$ cat config.mk
export PLATFORM = sky130hd
export DESIGN_NAME = instruction_fetch_stage_flat
export DESIGN_NICKNAME = d
export VERILOG_FILES = /design/src/rtl/instruction_fetch_stage_pkg.sv /design/src/rtl/instruction_fetch_stage_if.sv /design/src/rtl/instruction_fetch_stage_pc_register.sv /design/src/rtl/instruction_fetch_stage.sv /design/src/flat_wrapper.sv
export SDC_FILE = /design/constraint.sdc
export NUM_CORES = 1
export LEC_CHECK = 0
export ABC_AREA = 1
export BUFFER_PORTS_ARGS = -buffer_cell sky130_fd_sc_hd__buf_4
export CAP_MARGIN = 30
export CORE_MARGIN = 2
export CORE_UTILIZATION = 25
export DETAILED_ROUTE_END_ITERATION = 6
export GPL_TIMING_DRIVEN = 0
export HOLD_SLACK_MARGIN = 0.05
export PLACE_DENSITY_LB_ADDON = 0.1
export SLEW_MARGIN = 20
export SYNTH_ARGS = -nofsm -noshare
export SYNTH_HDL_FRONTEND = slang
export SYNTH_SLANG_ARGS = --single-unit
$ cat constraint.sdc
create_clock -name clock -period 1.5 [get_ports clock]
set_input_delay 0.15 -clock clock [delete_from_list [all_inputs] [get_ports clock]]
set_output_delay 0.15 -clock clock [all_outputs]
set_load 0.02 [all_outputs]
$ cat src/rtl/instruction_fetch_stage_pkg.sv
// Shared fetch-stage definitions: state encoding, instruction field positions and default reset PC.
// Decode and the sign extender import the same field positions.
package instruction_fetch_stage_pkg;

    typedef enum logic [1:0] {
        IDLE = 2'd0,
        REQ  = 2'd1,
        HOLD = 2'd2
    } fetch_state_t;

    localparam int OPCODE_MSB = 31;
    localparam int OPCODE_LSB = 26;
    localparam int RS_MSB     = 25;
    localparam int RS_LSB     = 21;
    localparam int RT_MSB     = 20;
    localparam int RT_LSB     = 16;
    localparam int IMM_MSB    = 15;
    localparam int IMM_LSB    = 0;

    localparam logic [31:0] DEFAULT_RESET_PC = 32'h0000_0000;

endpackage

$ cat src/rtl/instruction_fetch_stage_if.sv
// Fetch-stage bus: instruction-memory req/ack channel plus the valid/ready channel towards decode.
interface instruction_fetch_stage_if #(
    parameter int DATA_WIDTH = 32,
    parameter int ADDR_WIDTH = 32
);
    import instruction_fetch_stage_pkg::*;

    logic                  mem_req;
    logic [ADDR_WIDTH-1:0] mem_addr;
    logic                  mem_ack;
    logic [DATA_WIDTH-1:0] mem_rdata;

    logic                  instr_valid;
    logic                  instr_ready;
    logic [DATA_WIDTH-1:0] instr_word;
    logic [ADDR_WIDTH-1:0] instr_pc;
    logic [OPCODE_MSB-OPCODE_LSB:0] opcode;
    logic [RS_MSB-RS_LSB:0]         rs;
    logic [RT_MSB-RT_LSB:0]         rt;
    logic [IMM_MSB-IMM_LSB:0]       imm16;

    modport master (
        output mem_req, mem_addr,
        input  mem_ack, mem_rdata,
        output instr_valid, instr_word, instr_pc, opcode, rs, rt, imm16,
        input  instr_ready
    );

    modport slave (
        input  mem_req, mem_addr,
        output mem_ack, mem_rdata,
        input  instr_valid, instr_word, instr_pc, opcode, rs, rt, imm16,
        output instr_ready
    );

endinterface

$ cat src/rtl/instruction_fetch_stage_pc_register.sv
// Program counter: reset value, redirect load and sequential increment (load beats increment).
module pc_register #(
    parameter int                    ADDR_WIDTH = 32,
    parameter logic [ADDR_WIDTH-1:0] RESET_PC   = ADDR_WIDTH'(instruction_fetch_stage_pkg::DEFAULT_RESET_PC),
    parameter int                    PC_STEP    = 4
) (
    input  logic                  clock,
    input  logic                  reset,
    input  logic                  load,
    input  logic [ADDR_WIDTH-1:0] target,
    input  logic                  incr,
    output logic [ADDR_WIDTH-1:0] pc
);

    // Increment wraps modulo 2^ADDR_WIDTH by truncation.
    always_ff @(posedge clock) begin
        if (reset) begin
            pc <= RESET_PC;
        end else if (load) begin
            pc <= target;
        end else if (incr) begin
            pc <= pc + ADDR_WIDTH'(PC_STEP);
        end
    end

endmodule

$ cat src/rtl/instruction_fetch_stage.sv
// Instruction fetch: one outstanding memory request, instruction register towards decode,
// PC sequencing with branch redirect and halt.
module instruction_fetch_stage #(
    parameter int                    DATA_WIDTH = 32,
    parameter int                    ADDR_WIDTH = 32,
    parameter logic [ADDR_WIDTH-1:0] RESET_PC   = ADDR_WIDTH'(instruction_fetch_stage_pkg::DEFAULT_RESET_PC),
    parameter int                    PC_STEP    = 4
) (
    input  logic                        clock,
    input  logic                        reset,
    input  logic                        halt,
    input  logic                        branch_taken,
    input  logic [ADDR_WIDTH-1:0]       branch_target,
    instruction_fetch_stage_if.master   bus
);
    import instruction_fetch_stage_pkg::*;

    fetch_state_t          state;
    logic [ADDR_WIDTH-1:0] pc;
    logic                  mem_req;
    logic [ADDR_WIDTH-1:0] mem_addr;
    logic                  instr_valid;
    logic [DATA_WIDTH-1:0] instr_word;
    logic [ADDR_WIDTH-1:0] instr_pc;
    logic                  discard;
    logic                  fetch_accept;
    logic [ADDR_WIDTH-1:0] next_fetch_addr;

    assign fetch_accept = (state == REQ) && bus.mem_ack && !discard && !branch_taken;

    // The redirected pc only appears next cycle, so a request issued alongside a redirect uses the target.
    assign next_fetch_addr = branch_taken ? branch_target : pc;

    pc_register #(
        .ADDR_WIDTH (ADDR_WIDTH),
        .RESET_PC   (RESET_PC),
        .PC_STEP    (PC_STEP)
    ) u_pc_register (
        .clock  (clock),
        .reset  (reset),
        .load   (branch_taken),
        .target (branch_target),
        .incr   (fetch_accept),
        .pc     (pc)
    );

    always_ff @(posedge clock) begin
        if (reset) begin
            state       <= IDLE;
            mem_req     <= 1'b0;
            mem_addr    <= RESET_PC;
            instr_valid <= 1'b0;
            instr_word  <= '0;
            instr_pc    <= '0;
            discard     <= 1'b0;
        end else begin
            case (state)
                IDLE: begin
                    if (!halt) begin
                        state    <= REQ;
                        mem_req  <= 1'b1;
                        mem_addr <= next_fetch_addr;
                    end
                end
                REQ: begin
                    if (bus.mem_ack) begin
                        if (discard || branch_taken) begin
                            // Stale response: keep requesting, now at the redirected address.
                            discard  <= 1'b0;
                            mem_addr <= next_fetch_addr;
                        end else begin
                            instr_word  <= bus.mem_rdata;
                            instr_pc    <= pc;
                            instr_valid <= 1'b1;
                            mem_req     <= 1'b0;
                            state       <= HOLD;
                        end
                    end else if (branch_taken) begin
                        // The memory handshake cannot be withdrawn; mark its response for dropping.
                        discard <= 1'b1;
                    end
                end
                HOLD: begin
                    if (branch_taken || bus.instr_ready) begin
                        instr_valid <= 1'b0;
                        if (halt) begin
                            state <= IDLE;
                        end else begin
                            state    <= REQ;
                            mem_req  <= 1'b1;
                            mem_addr <= next_fetch_addr;
                        end
                    end
                end
                default: begin
                    state <= IDLE;
                end
            endcase
        end
    end

    assign bus.mem_req     = mem_req;
    assign bus.mem_addr    = mem_addr;
    assign bus.instr_valid = instr_valid;
    assign bus.instr_word  = instr_word;
    assign bus.instr_pc    = instr_pc;
    assign bus.opcode      = instr_word[OPCODE_MSB:OPCODE_LSB];
    assign bus.rs          = instr_word[RS_MSB:RS_LSB];
    assign bus.rt          = instr_word[RT_MSB:RT_LSB];
    assign bus.imm16       = instr_word[IMM_MSB:IMM_LSB];

endmodule

$ cat src/flat_wrapper.sv
// flat-port wrapper written by rule: the top's interface ports become plain ports
module instruction_fetch_stage_flat import instruction_fetch_stage_pkg::*;
#(
    parameter int                    DATA_WIDTH = 32,
    parameter int                    ADDR_WIDTH = 32,
    parameter logic [ADDR_WIDTH-1:0] RESET_PC   = ADDR_WIDTH'(instruction_fetch_stage_pkg::DEFAULT_RESET_PC),
    parameter int                    PC_STEP    = 4
)
  (clock, reset, halt, branch_taken, branch_target, bus_mem_req, bus_mem_addr, bus_mem_ack, bus_mem_rdata, bus_instr_valid, bus_instr_word, bus_instr_pc, bus_opcode, bus_rs, bus_rt, bus_imm16, bus_instr_ready);
  instruction_fetch_stage_if #(.DATA_WIDTH(DATA_WIDTH), .ADDR_WIDTH(ADDR_WIDTH)) bus_i ();
  input  logic clock;
  input  logic reset;
  input  logic halt;
  input  logic branch_taken;
  input  logic [ADDR_WIDTH-1:0] branch_target;
  output wire logic [$bits(bus_i.mem_req)-1:0] bus_mem_req;
  output wire logic [$bits(bus_i.mem_addr)-1:0] bus_mem_addr;
  input wire logic [$bits(bus_i.mem_ack)-1:0] bus_mem_ack;
  input wire logic [$bits(bus_i.mem_rdata)-1:0] bus_mem_rdata;
  output wire logic [$bits(bus_i.instr_valid)-1:0] bus_instr_valid;
  output wire logic [$bits(bus_i.instr_word)-1:0] bus_instr_word;
  output wire logic [$bits(bus_i.instr_pc)-1:0] bus_instr_pc;
  output wire logic [$bits(bus_i.opcode)-1:0] bus_opcode;
  output wire logic [$bits(bus_i.rs)-1:0] bus_rs;
  output wire logic [$bits(bus_i.rt)-1:0] bus_rt;
  output wire logic [$bits(bus_i.imm16)-1:0] bus_imm16;
  input wire logic [$bits(bus_i.instr_ready)-1:0] bus_instr_ready;
  assign bus_mem_req = bus_i.mem_req;
  assign bus_mem_addr = bus_i.mem_addr;
  assign bus_i.mem_ack = bus_mem_ack;
  assign bus_i.mem_rdata = bus_mem_rdata;
  assign bus_instr_valid = bus_i.instr_valid;
  assign bus_instr_word = bus_i.instr_word;
  assign bus_instr_pc = bus_i.instr_pc;
  assign bus_opcode = bus_i.opcode;
  assign bus_rs = bus_i.rs;
  assign bus_rt = bus_i.rt;
  assign bus_imm16 = bus_i.imm16;
  assign bus_i.instr_ready = bus_instr_ready;
  instruction_fetch_stage #(.DATA_WIDTH(DATA_WIDTH), .ADDR_WIDTH(ADDR_WIDTH), .RESET_PC(RESET_PC), .PC_STEP(PC_STEP)) u_core (.clock(clock), .reset(reset), .halt(halt), .branch_taken(branch_taken), .branch_target(branch_target), .bus(bus_i));
endmodule
# Word level (Yosys, flattened, before mapping)
# Cells that the tools add are included.
# classes
n_bitwise	1
mux	26
n_reduce_logical	18
addsub	1
n_eq_ne	8
# op_table
operator	count
two-way mux 32 bit	7
case mux 32 bit (3 select lines)	1
adder 32 x 3 -> 32 bit (second input constant)	1
AND reduction 4 bit	4
two-way mux 1 bit	11
two-way mux 2 bit	4
inequality test 2 bit (second input constant)	4
case mux 2 bit (3 select lines)	1
AND reduction 3 bit	2
nonzero test 2 bit	3
inequality test 2 x 1 -> 1 bit (second input constant)	2
logical AND 1 bit	3
case mux 1 bit (3 select lines)	1
nonzero test 3 bit	1
equality test 2 x 1 -> 1 bit (second input constant)	1
equality test 2 bit (second input constant)	1
logical NOT 1 bit	2
logical NOT 2 bit	1
logical OR 1 bit	2
case mux 1 bit (2 select lines)	1
inverter 1 bit	1
# word_totals
reg_bits	133
wordCells	62
input_bits	70
output_inout_bits	130

# Longest topological paths before layout
# depth
depth_word	6
depth_mapped	11
ltp_nobuf	10

# By module
# A second synthesis with hierarchy kept.
# hier_totals
hier_cells	931
hier_area_um2	6531.3
# by_module_without_submodules
module	cells_per_inst	n_inst	seq_area_each_um2	area_per_inst_um2
instruction_fetch_stage	600	1	2021.9	4424.2
pc_register	331	1	640.6	2107.0

# Worst setup path before layout
# Ideal clock, no wire load.
# synth_timing
path_type	reg2reg
from	register u_core.u_pc_register.pc[2]
to	register u_core.u_pc_register.pc[22]
required_time_ns	1.391
path_buffers	0
setup_slack_ns	0.113
setup_time_ns	0.109
path_stages_with_launch	11
synth_period_minus_slack_ns	1.387
t_arrival_ns	1.278
cell_sequence	dfxtp_1 > ha_1 > nand2_1 > nor2_2 > nand2_1 > nor2_2 > nand2_1 > nand2_1 > nand3_1 > nand2_1 > inv_1
# synth_between
elab_chain_cells	3
# synth_lines
element	line	text
from (decl)	instruction_fetch_stage_pc_register.sv:12	output logic [ADDR_WIDTH-1:0] pc
from (signal assigned)	instruction_fetch_stage_pc_register.sv:20	pc <= target;
from (signal assigned)	instruction_fetch_stage_pc_register.sv:22	pc <= pc + ADDR_WIDTH'(PC_STEP);
adder 32 x 3 -> 32 bit	instruction_fetch_stage_pc_register.sv:22	
two-way mux 32 bit	instruction_fetch_stage_pc_register.sv:21	end else if (incr) begin
two-way mux 32 bit	instruction_fetch_stage_pc_register.sv:19	end else if (load) begin
# Every way passes these cells. The select of a mux whose other input is x is not followed.
# A chain may end at the register's enable or synchronous reset.

# Final worst setup path
# layout_timing
from	register u_core.state[1]
to	register u_core.u_pc_register.pc[12]
# layout_between
elab_chain_cells	5
# layout_lines
element	line	text
from (decl)	instruction_fetch_stage.sv:18	fetch_state_t state;
from (signal assigned)	instruction_fetch_stage.sv:49	state <= IDLE;
from (signal assigned)	instruction_fetch_stage.sv:60	state <= REQ;
from (signal assigned)	instruction_fetch_stage.sv:76	state <= HOLD;
equality test 2 x 1 -> 1 bit	instruction_fetch_stage.sv:29	assign fetch_accept = (state == REQ) && bus.mem_ack && !discard && !branch_taken;
logical AND 1 bit (3 in series)	instruction_fetch_stage.sv:29	
nonzero test 2 bit (no source line)	-	
# Every way passes these cells.

==> results.sh <==
export IMPL_status="finished, violations left"
export IMPL_violations="negative setup slack"
export IMPL_holdPathStages=3
export IMPL_port_buffers=197
export IMPL_cts_tree="yes"
export IMPL_yosysMostFrequentCell="nor2_1"
export IMPL_ys_seq_area_frac=0.4143
export IMPL_row_count=58
export IMPL_die_area_um2=27000
export IMPL_ff2ff_path_depth=9
export IMPL_min_period_ps=1538
export IMPL_placed_cells=1488
export IMPL_critical_path_max_stage_delay_ps=360
export IMPL_fmax_mhz=650.1
export IMPL_numCtsBuffers=17
export IMPL_cts_sinks=133
export IMPL_routabilityCongestion=0.9291
export IMPL_cp_cell_sequence="inv_6 > nand2_8 > nor2_4 > nand2_2 > nand2_4 > buf_4 > nand3_1 > o21ai_0 > inv_1"
export IMPL_via_count=6947
export IMPL_skew_ps=8.925
export IMPL_gr_total_overflow=0
export IMPL_grt_pass1_wl_um=36780
export IMPL_via_per_inst=4.422
export IMPL_cts_root_buf="clkbuf_16"
export IMPL_drt_wl_total_um=25470
export IMPL_coreArea_um2=25180
export IMPL_drt_iter0_markers=379
export IMPL_grt_max_degree=17
export IMPL_critical_path_class="register to register"
export IMPL_clk_path_buf_depth=2
export IMPL_synth_nets=1032
export IMPL_first_pass_iters=7
export IMPL_worstHoldEndpoint="u_core.u_pc_register.pc[4]"
export IMPL_cpMaxStageDelayCell="dfxtp_4"
export IMPL_syn_area_um2=6426
export IMPL_die_y_um=164.3
export IMPL_drv_cap=0
export IMPL_power_switching_uw=3235
export IMPL_hold_viol=0
export IMPL_critical_path_arrival_ps=1850
export IMPL_maxSlewHeadroom=0.4888
export IMPL_critical_path_top_delay_family="simple AND/OR/NAND/NOR gates"
export IMPL_wl_per_cell_um=16.22
export IMPL_peakVddDrop_uv=610.3
export IMPL_yosysTopAreaCell="dfxtp_1"
export IMPL_synthTopCellsByArea="dfxtp_1 41%, nor2_1 14%, nand2_1 10%, o21ai_0 8.6%, buf_4 4.7%"
export IMPL_syn2layout_area_growth_pct=52.65
export IMPL_drc=0
export IMPL_synth_commonest_cells="243 x nor2_1, 176 x nand2_1, 133 x dfxtp_1"
export IMPL_power_internal_uw=7335
export IMPL_drive_gt1_frac=0.3054
export IMPL_r2r_slack_ps=-40
export IMPL_p_leak_uw=0.004629
export IMPL_final_cell_area_um2=9809
export IMPL_rr_startpoint="u_core.state[1]"
export IMPL_clk_latency_ps=420
export IMPL_clk_pin_slew_ps=60
export IMPL_worst_pin_slew_ps=766.7
export IMPL_track_usage=0.1822
export IMPL_cp_required_ps=1810
export IMPL_endpoint_kind="register"
export IMPL_seqPwrFrac=0.384
export IMPL_dp_hpwl_um=19270
export IMPL_initial_core_util=0.2552
export IMPL_hold_start="branch_target[4]"
export IMPL_placedInstanceArea_um2=8318
export IMPL_period_share=1.025
export IMPL_synthArstFlopShare=0
export IMPL_ant_nets=0
export IMPL_yosys_warnings=0
export IMPL_ys_flop_type="dfxtp_1"
export IMPL_ys_types=35
export IMPL_p_comb_frac=0.217
export IMPL_worst_slack_ps=-38.13
export IMPL_switching_share=0.3061
export IMPL_rsz0062_at_grt="true"
export IMPL_postSynthAreaPerCell_um2=6.687
export IMPL_start_kind="register"
export IMPL_ys_ff_latch=133
export IMPL_die_x_um=164.3
export IMPL_grt_antenna_before_repair=0
export IMPL_synth_edf_count=0
export IMPL_postSynthCellCount=961
export IMPL_synth_top_cell_area_share=0.4143
export IMPL_pwr_share_clk=0.399
export IMPL_final_max_slew_viol_count=0
export IMPL_nets=1299
export IMPL_antennaDiodeCount=0
export IMPL_pin_count=200
export IMPL_cp_max_fo=10
export IMPL_cp_buffers_inverters=3
export IMPL_final_cell_count_no_fill=1571
export IMPL_setup_violations=2
export IMPL_h_tree_depth=4
export IMPL_power_density_nw_per_um2=1078
export IMPL_rr_endpoint="u_core.u_pc_register.pc[12]"
export IMPL_grt_pass1_vias=6354
export IMPL_hp_class="input pin to register"
-- cells by family after synthesis --
family / count (synthesis) / synth area share
buf+inv: 166 / 0.1291
flops: 133 / 0.4143
compound gates: 171 / 0.1443
fa+ha+maj: 1 / 0.001947
simple gates: 490 / 0.3104
-- worst max-delay path by stage --
| stage | start | to | slack, ps | depth (start not counted) |
|---|---|---|---|---|
| finish | u_core.state[1] | u_core.u_pc_register.pc[12] | -40 | 9 |
| global route | u_core.u_pc_register.pc[4] | u_core.u_pc_register.pc[31] | -90 | 10 |
| CTS | u_core.u_pc_register.pc[17] | u_core.u_pc_register.pc[26] | -4 | 9 |
| detailed placement | reset | u_core.u_pc_register.pc[2] | -340 | 6 |
| global placement | reset | u_core.u_pc_register.pc[2] | -320 | 6 |
| floorplan | u_core.u_pc_register.pc[2] | u_core.u_pc_register.pc[22] | 110 | 10 |
-- what timing repair did --
| action | in CTS | in global routing |
|---|---|---|
| setup endpoints to repair | 78 | 113 |
| buffers inserted | 3 | 10 |
| gates cloned | 0 | 3 |
| hold buffers | 35 | 0 |
| hold endpoints to repair | 35 | 0 |
| gates resized for setup | 42 | 78 |
| pin swaps | 5 | 25 |
-- through the flow --
stage | TNS, ps | worst slack [ps] | hold WS [ps] | power (uW) | util
finish | -38.47 | -38.13 | 75.30 | 10570 | 0.3895
global route | -1483 | -93.90 | 61.17 | 11080 | 0.3895
CTS | -6.596 | -3.845 | 54.08 | 10540 | 0.3748
detailed placement | -13870 | -338.3 | 409.6 | 6125 | 0.3303
global placement | -13940 | -320.8 | 400.3 | 6118 | 0.3303
floorplan | 0 | 113.0 | 316.7 | 5219 | -
-- routing by layer --
layer	track usage	vias to the layer above	wire length, um	share of wire
li1	-	3557	-	-
met1	0.2378	3151	11550	0.45
met2	0.3030	216	11930	0.47
met3	0.03106	23	1495	0.059
met4	0.06260	0	496	0.019
met5	0	-	0	0
-- flip-flops by register name (all words and copies together), names as in the netlist --
signal / count
u_core.bus.instr_pc: 32
u_core.bus.instr_valid: 1
u_core.bus.instr_word: 32
u_core.bus.mem_addr: 32
u_core.bus.mem_req: 1
u_core.discard: 1
u_core.state: 2
u_core.u_pc_register.pc: 32
-- area by class of cell --
| class | instances | area, um2 |
|---|---|---|
| clock buffers | 18 | 439.2 |
| fillers | 2724 | 15370 |
| inverters | 85 | 331.6 |
| multi-input cells | 662 | 3164 |
| repair buffers | 248 | 2034 |
| plain buffers | 81 | 590.6 |
| clock inverters | 14 | 152.6 |
| flip-flops and latches | 133 | 2684 |
| well taps | 330 | 412.9 |
-- power by group through the flow --
stage               sequential (uW)  combinational [uW]  clock, uW
global placement               4120                2000          0
finish                         4060                2290       4220
detailed placement             4120                2010          0
CTS                            4050                2150       4340
global route                   4090                2500       4490
floorplan                      4280                 938          0
-- cell usage in the layout, fill, tap and decap left out, drive strengths merged --
cell	instances
buf	273
nor2	251
nand2	181
dfxtp	133
o21ai	115
inv	88
clkbuf	39
dlygate4sd3	35
nand3	35
a21oi	30
nor3	14
a22oi	12
a31oi	6
clkinv	6
a211oi	5
or2	4
nand3b	3
clkinvlp	3
bufinv	2
and2	1
a21boi	1
nand4	1
o2111ai	1
a2111oi	1
ha	1
-- worst reg2reg max path, cell delays in order, from the launching register on --
cell and delay (ps):
dfxtp_4 360, inv_6 80, nand2_8 70, nor2_4 160, nand2_2 90, nand2_4 140, buf_4 220, nand3_1 90
o21ai_0 180, inv_1 60
Note: power is estimated with default switching activity, not from simulation.
